## src/rtl/hazard_ctrl.sv

```systemverilog
// Hazard/sequencing controller for the 5-stage pipeline.
// Ports: ID/IDEX/EX/MEM hazard terms in; stage enables, flush, bubble, stats out.
module hazard_ctrl #(
  parameter int CNT_W       = 16,
  parameter int MEM_TIMEOUT = 255
) (
  input  logic             clk,
  input  logic             rst,
  input  logic [4:0]       ID_Rs,
  input  logic [4:0]       ID_Rt,
  input  logic             ID_UsesRs,
  input  logic             ID_UsesRt,
  input  logic             IDEX_MemRead,
  input  logic [4:0]       IDEX_Rt,
  input  logic             EX_BranchTaken,
  input  logic             EX_Jump,
  input  logic             MEM_Req,
  input  logic             MEM_Ready,
  output logic             PC_WriteEn,
  output logic             PC_SelTarget,
  output logic             IFID_WriteEn,
  output logic             IFID_Flush,
  output logic             IDEX_WriteEn,
  output logic             IDEX_Bubble,
  output logic             EXMEM_WriteEn,
  output logic             MEMWB_WriteEn,
  output logic [CNT_W-1:0] StallCnt,
  output logic [CNT_W-1:0] FlushCnt,
  output logic             MemTimeout
);

  localparam int WAIT_W = $clog2(MEM_TIMEOUT + 1);

  typedef enum logic [1:0] {
    RUN,
    MEM_WAIT,
    ERR
  } state_t;

  state_t            state;
  logic [WAIT_W-1:0] wait_cnt;

  logic memwait;
  logic lu;
  logic redirect;
  logic halt;
  logic stall_ev;
  logic flush_ev;

  assign memwait  = MEM_Req & ~MEM_Ready;
  assign redirect = EX_BranchTaken | EX_Jump;
  assign halt     = rst | (state == ERR);

  // A load into $0 never produces a value, so it cannot cause a hazard.
  assign lu = IDEX_MemRead & (IDEX_Rt != 5'd0) &
              ((ID_UsesRs & (ID_Rs == IDEX_Rt)) |
               (ID_UsesRt & (ID_Rt == IDEX_Rt)));

  always_comb begin
    PC_WriteEn    = 1'b0;
    PC_SelTarget  = 1'b0;
    IFID_WriteEn  = 1'b0;
    IFID_Flush    = 1'b0;
    IDEX_WriteEn  = 1'b0;
    IDEX_Bubble   = 1'b0;
    EXMEM_WriteEn = 1'b0;
    MEMWB_WriteEn = 1'b0;
    stall_ev      = 1'b0;
    flush_ev      = 1'b0;
    priority case (1'b1)
      halt: begin
      end
      // Full freeze; redirect/lu are re-evaluated once memory answers.
      memwait: begin
        stall_ev = 1'b1;
      end
      // The ID instruction is squashed, so any load-use on it is moot.
      redirect: begin
        PC_WriteEn    = 1'b1;
        PC_SelTarget  = 1'b1;
        IFID_WriteEn  = 1'b1;
        IFID_Flush    = 1'b1;
        IDEX_WriteEn  = 1'b1;
        IDEX_Bubble   = 1'b1;
        EXMEM_WriteEn = 1'b1;
        MEMWB_WriteEn = 1'b1;
        flush_ev      = 1'b1;
      end
      lu: begin
        IDEX_WriteEn  = 1'b1;
        IDEX_Bubble   = 1'b1;
        EXMEM_WriteEn = 1'b1;
        MEMWB_WriteEn = 1'b1;
        stall_ev      = 1'b1;
      end
      default: begin
        PC_WriteEn    = 1'b1;
        IFID_WriteEn  = 1'b1;
        IDEX_WriteEn  = 1'b1;
        EXMEM_WriteEn = 1'b1;
        MEMWB_WriteEn = 1'b1;
      end
    endcase
  end

  always_ff @(posedge clk) begin
    if (rst) begin
      state      <= RUN;
      wait_cnt   <= '0;
      StallCnt   <= '0;
      FlushCnt   <= '0;
      MemTimeout <= 1'b0;
    end else begin
      if (stall_ev && (StallCnt != '1))
        StallCnt <= StallCnt + CNT_W'(1);
      if (flush_ev && (FlushCnt != '1))
        FlushCnt <= FlushCnt + CNT_W'(1);
      unique case (state)
        RUN: begin
          if (memwait) begin
            state    <= MEM_WAIT;
            wait_cnt <= WAIT_W'(1);
          end
        end
        MEM_WAIT: begin
          // A dropped request counts as completion.
          if (!memwait) begin
            state    <= RUN;
            wait_cnt <= '0;
          end else if (wait_cnt == WAIT_W'(MEM_TIMEOUT)) begin
            state      <= ERR;
            MemTimeout <= 1'b1;
          end else begin
            wait_cnt <= wait_cnt + WAIT_W'(1);
          end
        end
        ERR: begin
        end
        default: state <= RUN;
      endcase
    end
  end

endmodule

```

## config.mk

```make
export PLATFORM = sky130hd
export DESIGN_NAME = hazard_ctrl
export DESIGN_NICKNAME = d
export VERILOG_FILES = /design/src/rtl/hazard_ctrl.sv
export SDC_FILE = /design/constraint.sdc
export NUM_CORES = 1
export LEC_CHECK = 0
export BUFFER_PORTS_ARGS = -buffer_cell sky130_fd_sc_hd__clkbuf_2
export CAP_MARGIN = 20
export CORE_ASPECT_RATIO = 0.8
export CORE_MARGIN = 4
export CORE_UTILIZATION = 39
export CTS_CLUSTER_SIZE = 20
export DETAILED_ROUTE_END_ITERATION = 6
export PLACE_DENSITY = 0.69
export SYNTH_ARGS = -nofsm -noshare
export SYNTH_HDL_FRONTEND = slang
export SYNTH_SLANG_ARGS = --single-unit
```

## constraint.sdc

```tcl
create_clock -name clk -period 5.9 [get_ports clk]
set_input_delay 1.18 -clock clk [delete_from_list [all_inputs] [get_ports clk]]
set_output_delay 1.18 -clock clk [all_outputs]
set_load 0.05 [all_outputs]
```

==> results of run 1 <==
==> through the flow <==
step | setup slack (ns) | cell area (µm²)
after floorplan | 1.65 | 2270
after global placement | 2.13 | 2620
after detailed placement | 2.11 | 2620
after CTS | 2.10 | 2740
after global routing | 1.99 | 2740
final | 2.10 | 2740
==> cell usage in the layout, fill, tap and decap left out, drive strengths merged, types with 2 or more instances in the layout <==
master  synthesis  final
nor4            2      2
nor3            6      6
and3            6      6
clkinv          0      2
o31ai           2      2
xor2           17     17
nor2b           3      3
o21ai           7      7
a311oi          2      2
nand2          27     27
mux2i           6      6
a21oi          10     10
nor2           50     50
inv             8      8
nand2b          3      3
nand3          12     12
xnor2          20     20
or2             2      2
or4             4      4
nand4          12     12
clkbuf          4     69
ha              3      3
dfxtp          43     43
==> per-layer routing <==
metal	vias to the layer above	part of all wire, %	track usage [%]	wire length [µm]
li1	1051	-	-	-
met1	935	49	20.9	2540
met2	70	42	23.3	2210
met3	5	8.5	4.84	443
met4	0	0.65	4.25	34
met5	-	0	0	0
==> logic make-up after synthesis <==
logic type	share of synthesized area [%]
compound gates	10.1
xor+xnor	14.3
mux	2.64
fa+ha+maj	1.65
buf+inv	4.29
flops	37.9
simple gates	29.2
==> final timing paths <==
| check | startpoint | endpoint | cells past startpoint |
|---|---|---|---|
| max | rst | PC_WriteEn | 5 |
| min | MemTimeout$_SDFFE_PP0P_ | MemTimeout$_SDFFE_PP0P_ | 2 |
| max reg2reg | StallCnt[0]$_SDFFE_PP0P_ | StallCnt[13]$_SDFFE_PP0P_ | 7 |
| min reg2reg | MemTimeout$_SDFFE_PP0P_ | MemTimeout$_SDFFE_PP0P_ | 2 |
==> final cells by class <==
class	instances	area (µm²)	share of cell area (%)
clock inverters	3	43.8	1.60
well taps	78	97.6	3.57
repair buffers	64	320	11.7
inverters	8	30.0	1.10
clock buffers	5	68.8	2.51
flip-flops and latches	43	861	31.5
multi-input cells	210	1320	48.1
==> worst reg2reg max path, cell delays in order, from the launching register on <==
cell,delay (ns)
dfxtp_1,0.36
ha_1,0.22
and3_4,0.19
nand4_1,0.15
o21a_1,0.39
nand2_4,0.15
or4_1,0.53
a21oi_1,0.14
==> registers in the layout (all words and copies together), names as in the netlist <==
signal and cells:
FlushCnt 16, MemTimeout 1, StallCnt 16, state 2, wait_cnt 8
==> power by group through the flow <==
stage                     registers [W]  clock network, W   logic, W
after CTS                      0.000296          0.000237  0.0000696
after detailed placement       0.000303                 0  0.0000692
after global routing           0.000297          0.000250  0.0000746
after global placement         0.000303                 0  0.0000681
after floorplan                0.000307                 0  0.0000468
final                          0.000296          0.000230  0.0000690
==> impl_results.md, run 1 <==
* Max-slew headroom at 46.5%
* Switching pwr at between 0.00015 and 0.0002 W
* Most frequent cell after synthesis: nor2_1
* Syn_nets at roughly 300
* Startpoint Class: primary input
* Syn avg cell area at 8.36 µm²
* Insertion delay of the later-clocked pin in the worst-skew pair at roughly 0.3 ns
* Sequential share of power at a little under 50%
* Critical-path top delay cell: clkbuf_2
* Max frequency at between 200 and 300 MHz
* Non-Filler Instances at 411
* Power Internal at ~0.00044 W
* Number of port buffers at 64
* Setup Skew at between 0.007 and 0.008 ns
* Number of remaining DRC errors at 0
* Hold Path Class: flop to flop
* Top Ports at 65
* Setup CP Type: primary input to output port
* DP Wirelength at around 3.9 mm
* Synth cell count leaders: 50 x nor2_1, 43 x dfxtp_1, 26 x nand2_1, 20 x xnor2_1, 17 x xor2_1
* Crit-path max cell delay at 0.45 ns
* Max clock buf depth at 2
* Maxcap violations at 0
* Warnings, synthesis at 0
* Cts hold-fix bufs at 0
* Initial core utilization at about two fifths
* CTS root buf: clkbuf_8
* Buf+Inv Stages, Crit Path at 2
* Synth area leaders: dfxtp_1 38%, nor2_1 8.3%, xnor2_1 7.7%
* Row Count at 24
* Power, Total at a little under 0.0006 W
* Comb pwr share at a little under an eighth
* DR WL/cell at between 10 and 15 µm
* Cell type with the largest total area after synthesis: dfxtp_1
* FF+latch count, synth at 43
* Area Growth Syn to Fin at 20.4%
* Die W at about 93 µm
* Fin util at between 40% and 50%
* Global route overflow at 0
* Final nets at 359
* Post-CTS Resized at 0
* Die area at 7120 µm²
* Clock power share at 38.7%
* Outcome: complete, no violations
* EDFF count, synth at 0
* Core Area at ~5600 µm²
* RSZ-0062 raised after global routing: no
* CP delay by family, top: buffers and inverters
* Cell Chain, Critical Path: clkbuf_2 > nor2_1 > nand2_1 > a21oi_1 > clkbuf_2
* Slew Viols, Final at 0
* GRT Total Usage at 15.3%
* Worst EP required at roughly 4.7 ns
* Min Tclk post-route at between 3 and 4 ns
* Clock sinks at 43
* TNS Setup at 0 ns
* Power density cells at around 220 nW/µm²
* Initial antenna violation count at 0
* Netlist cell types at between 40 and 50
* Drt first-iter violations at 79
* Largest net degree at the start of global routing at 39
* First-pass DRT Iterations at 4
* Share of post-route cells with drive strength above 1 at 24.3%
* Vias in the first global route at 2011
* Sequential area share after synthesis at roughly 38%
* Worst-path clk slew at approximately 0.080 ns
* Final antenna-violating net count at 0
* ANT cells at 0
* CTS H-tree lvls at 2
* RePlAce Congestion at between 0.8 and 0.9
* Ys flop type: dfxtp_1
* Crit path max fanout at 38
* Fill count at ~540
* Sw Share at approximately 26%
* Setup repair bufs after CTS at 0
* Setup Viol. Count Final at 0
* Data arrival, critical path at ~2.6 ns
* Hold violation count in the final report at 0
* VDD IR-drop max at 0.0985 mV
* Mapped Cells at around 270
* CTS buffer count at 5
* Mapped cell area at 2270 µm²
* Crit end category: output port
* Placed instance count at 403
* Period utilization at about 64%
* Post-DR vias/cell at between 5 and 6
* Die height at between 70 and 80 µm
* CTS tree: built
* Measured slew at the worst slew-check pin at ~0.8 ns
* Hold Slack at between 0.4 and 0.5 ns
* Area share of the largest cell type after synthesis at ~38%
* Via count at 2061
* Reg2reg setup slack at ~3.7 ns
* WL final at approximately 5.2 mm
* CP most frequent cell: clkbuf_2
* Leak pwr at ~1.1 nW
* First-pass GRT wire length at 9.02 mm
* Ys async rst share at 0%
(Power assumes the default switching activity.)
==> run 2, diff against run 1 <==
- PLACE_DENSITY: 0.69 -> 0.71
- clock period: 5.9 -> 3.4 ns (I/O delays scaled with it)
==> run 2 against run 1 <==
Against the previous run: register-to-register slack lost 2.4 ns; final cell count is the same; flip-flop and latch count is the same; hold slack gained 0.0015 ns; sequential power grew 73%; combinational power grew 74%; design area is essentially flat; sequential share of layout area is essentially flat; global-route usage shrank 0.49 points; utilization is essentially flat; setup slack lost 1.4 ns; routed wire length shrank 2.3%; critical path type unchanged; critical endpoint unchanged.
==> impl_results.md, run 2 (same netlist as run 1, synthesis figures left out) <==
* Outcome: complete, no violations
* Top Ports at between 60 and 70
* Core Area at around 5600 µm²
* Clock sinks at 43
* Crit path max fanout at 3
* Die height at 76.3 µm
* Hold Slack at approximately 0.48 ns
* Max clock buf depth at 2
* ANT cells at 0
* Final antenna-violating net count at 0
* Initial antenna violation count at 0
* CTS H-tree lvls at 2
* Largest net degree at the start of global routing at 21
* Leak pwr at 1.13 nW
* Area Growth Syn to Fin at 20.3%
* Slew Viols, Final at 0
* Post-CTS Resized at 0
* M1 WL at roughly 2.4 mm
* Power Internal at 0.000762 W
* Final nets at 360
* Hold depth at 2
* DP Wirelength at approximately 4.0 mm
* TNS Setup at 0 ns
* First-pass GRT wire length at 8.68 mm
* DR WL/cell at about 12 µm
* Insertion delay of the later-clocked pin in the worst-skew pair at 0.29 ns
* Min Tclk post-route at 2.74 ns
* Setup CP Type: primary input to output port
* Setup Viol. Count Final at 0
* Worst reg-to-reg path cell count at 6
* Biggest regs: FlushCnt x16, StallCnt x16, wait_cnt x8
* CTS root buf: clkbuf_8
* VDD IR-drop max at 0.151 mV
* Hold violation count in the final report at 0
* RSZ-0062 raised after global routing: no
* Via count at around 2100
* Vias in the first global route at 1881
* Non-Filler Instances at about 400
* Clock power share at a little under two fifths
* Measured slew at the worst slew-check pin at approximately 0.6 ns
* Power density cells at 371 nW/µm²
* Max-slew headroom at 60.7%
* Max frequency at between 300 and 400 MHz
* Cts hold-fix bufs at 0
* Sw Share at 24.8%
* Row Count at 24
* Global route overflow at 0
* Setup repair bufs after CTS at 0
* Hold Path Class: flop to flop
* Sequential share of power at approximately half
* First-pass DRT Iterations at 4
* Switching pwr at between 0.0002 and 0.0003 W
* Die W at 93.4 µm
* Placed instance count at between 400 and 500
* Worst EP required at roughly 2.7 ns
* Number of remaining DRC errors at 0
* Maxcap violations at 0
* Share of post-route cells with drive strength above 1 at 24.0%
* CTS tree: built
* Metal3 WL at 449 µm
* Most frequent cells in the layout: 64 x clkbuf_2, 50 x nor2_1, 43 x dfxtp_1, 26 x nand2_1, 20 x xnor2_1
* Highest Signal Layer: met4
* Post-DR vias/cell at 5.01
* Comb pwr share at approximately an eighth
* Drt first-iter violations at between 50 and 60
* Setup Skew at 0.00398 ns
* Met2 WL at around 2.2 mm
* Startpoint Class: primary input
* Number of port buffers at 64
* RePlAce Congestion at 0.802
* Data arrival, critical path at between 2 and 2.5 ns
* GRT Total Usage at around 15%
* Initial core utilization at between 40% and 50%
* Worst-path clk slew at roughly 0.080 ns
* CTS buffer count at 5
* Crit end category: output port
* Die area at about 7100 µm²
* WL final at 5.11 mm
* Period utilization at about four fifths
* Most common cell after layout, fill and taps aside: clkbuf_2
[run 2: cell count changes in the layout (fill, tap and decap cells not counted), sizes merged]
| cell | delta |
|---|---|
| buf | +1 |
| clkbuf | +1 |
| clkinv | -2 |
[run 2: area by class of cell]
cell class / instances / area (µm²)
Clock buffer: 6 / 72.6
Clock inverter: 1 / 30.0
Fill cell: 562 / 2820
Inverter: 8 / 30.0
Multi-Input combinational cell: 210 / 1320
Sequential cell: 43 / 861
Tap cell: 78 / 97.6
Timing Repair Buffer: 65 / 328
[run 2: layer usage]
metal	GRT usage, %	vias up
li1	-	1057
met1	19.5	930
met2	22.8	69
met3	4.64	4
met4	5.27	0
met5	0	-
[run 2: stage by stage]
step	cell area, µm²	total power [W]	setup WS, ns	util, %
2_1_floorplan	2270	0.000615	0.153	-
3_3_place_gp	2630	0.000644	0.709	47.4
3_5_place_dp	2630	0.000645	0.670	47.4
4_1_cts	2730	0.00103	0.660	49.2
5_1_grt	2730	0.00106	0.558	49.2
6_report	2730	0.00101	0.659	49.2
[run 2: power groups by stage]
stage	Sequential [W]	Combinational [W]	Clock (W)
2_1_floorplan	0.000533	0.0000813	0
3_3_place_gp	0.000525	0.000119	0
3_5_place_dp	0.000525	0.000120	0
6_report	0.000513	0.000120	0.000380
4_1_cts	0.000513	0.000121	0.000393
5_1_grt	0.000515	0.000129	0.000419
[run 2: critical path: stages]
cell and delay (ns):
clkbuf_2 0.11, or4_1 0.52, o21ai_1 0.17, nor3_1 0.08, a21oi_1 0.19, clkbuf_2 0.31
[run 2: final timing paths]
kind / slack (ns) / start / to
setup reg to reg: 1.26 / state[0]$_SDFFE_PP0P_ / FlushCnt[12]$_SDFFE_PP0P_
hold reg to reg: 0.48 / MemTimeout$_SDFFE_PP0P_ / MemTimeout$_SDFFE_PP0P_
setup / recovery: 0.66 / IDEX_Rt[1] / PC_WriteEn
hold / removal: 0.48 / MemTimeout$_SDFFE_PP0P_ / MemTimeout$_SDFFE_PP0P_
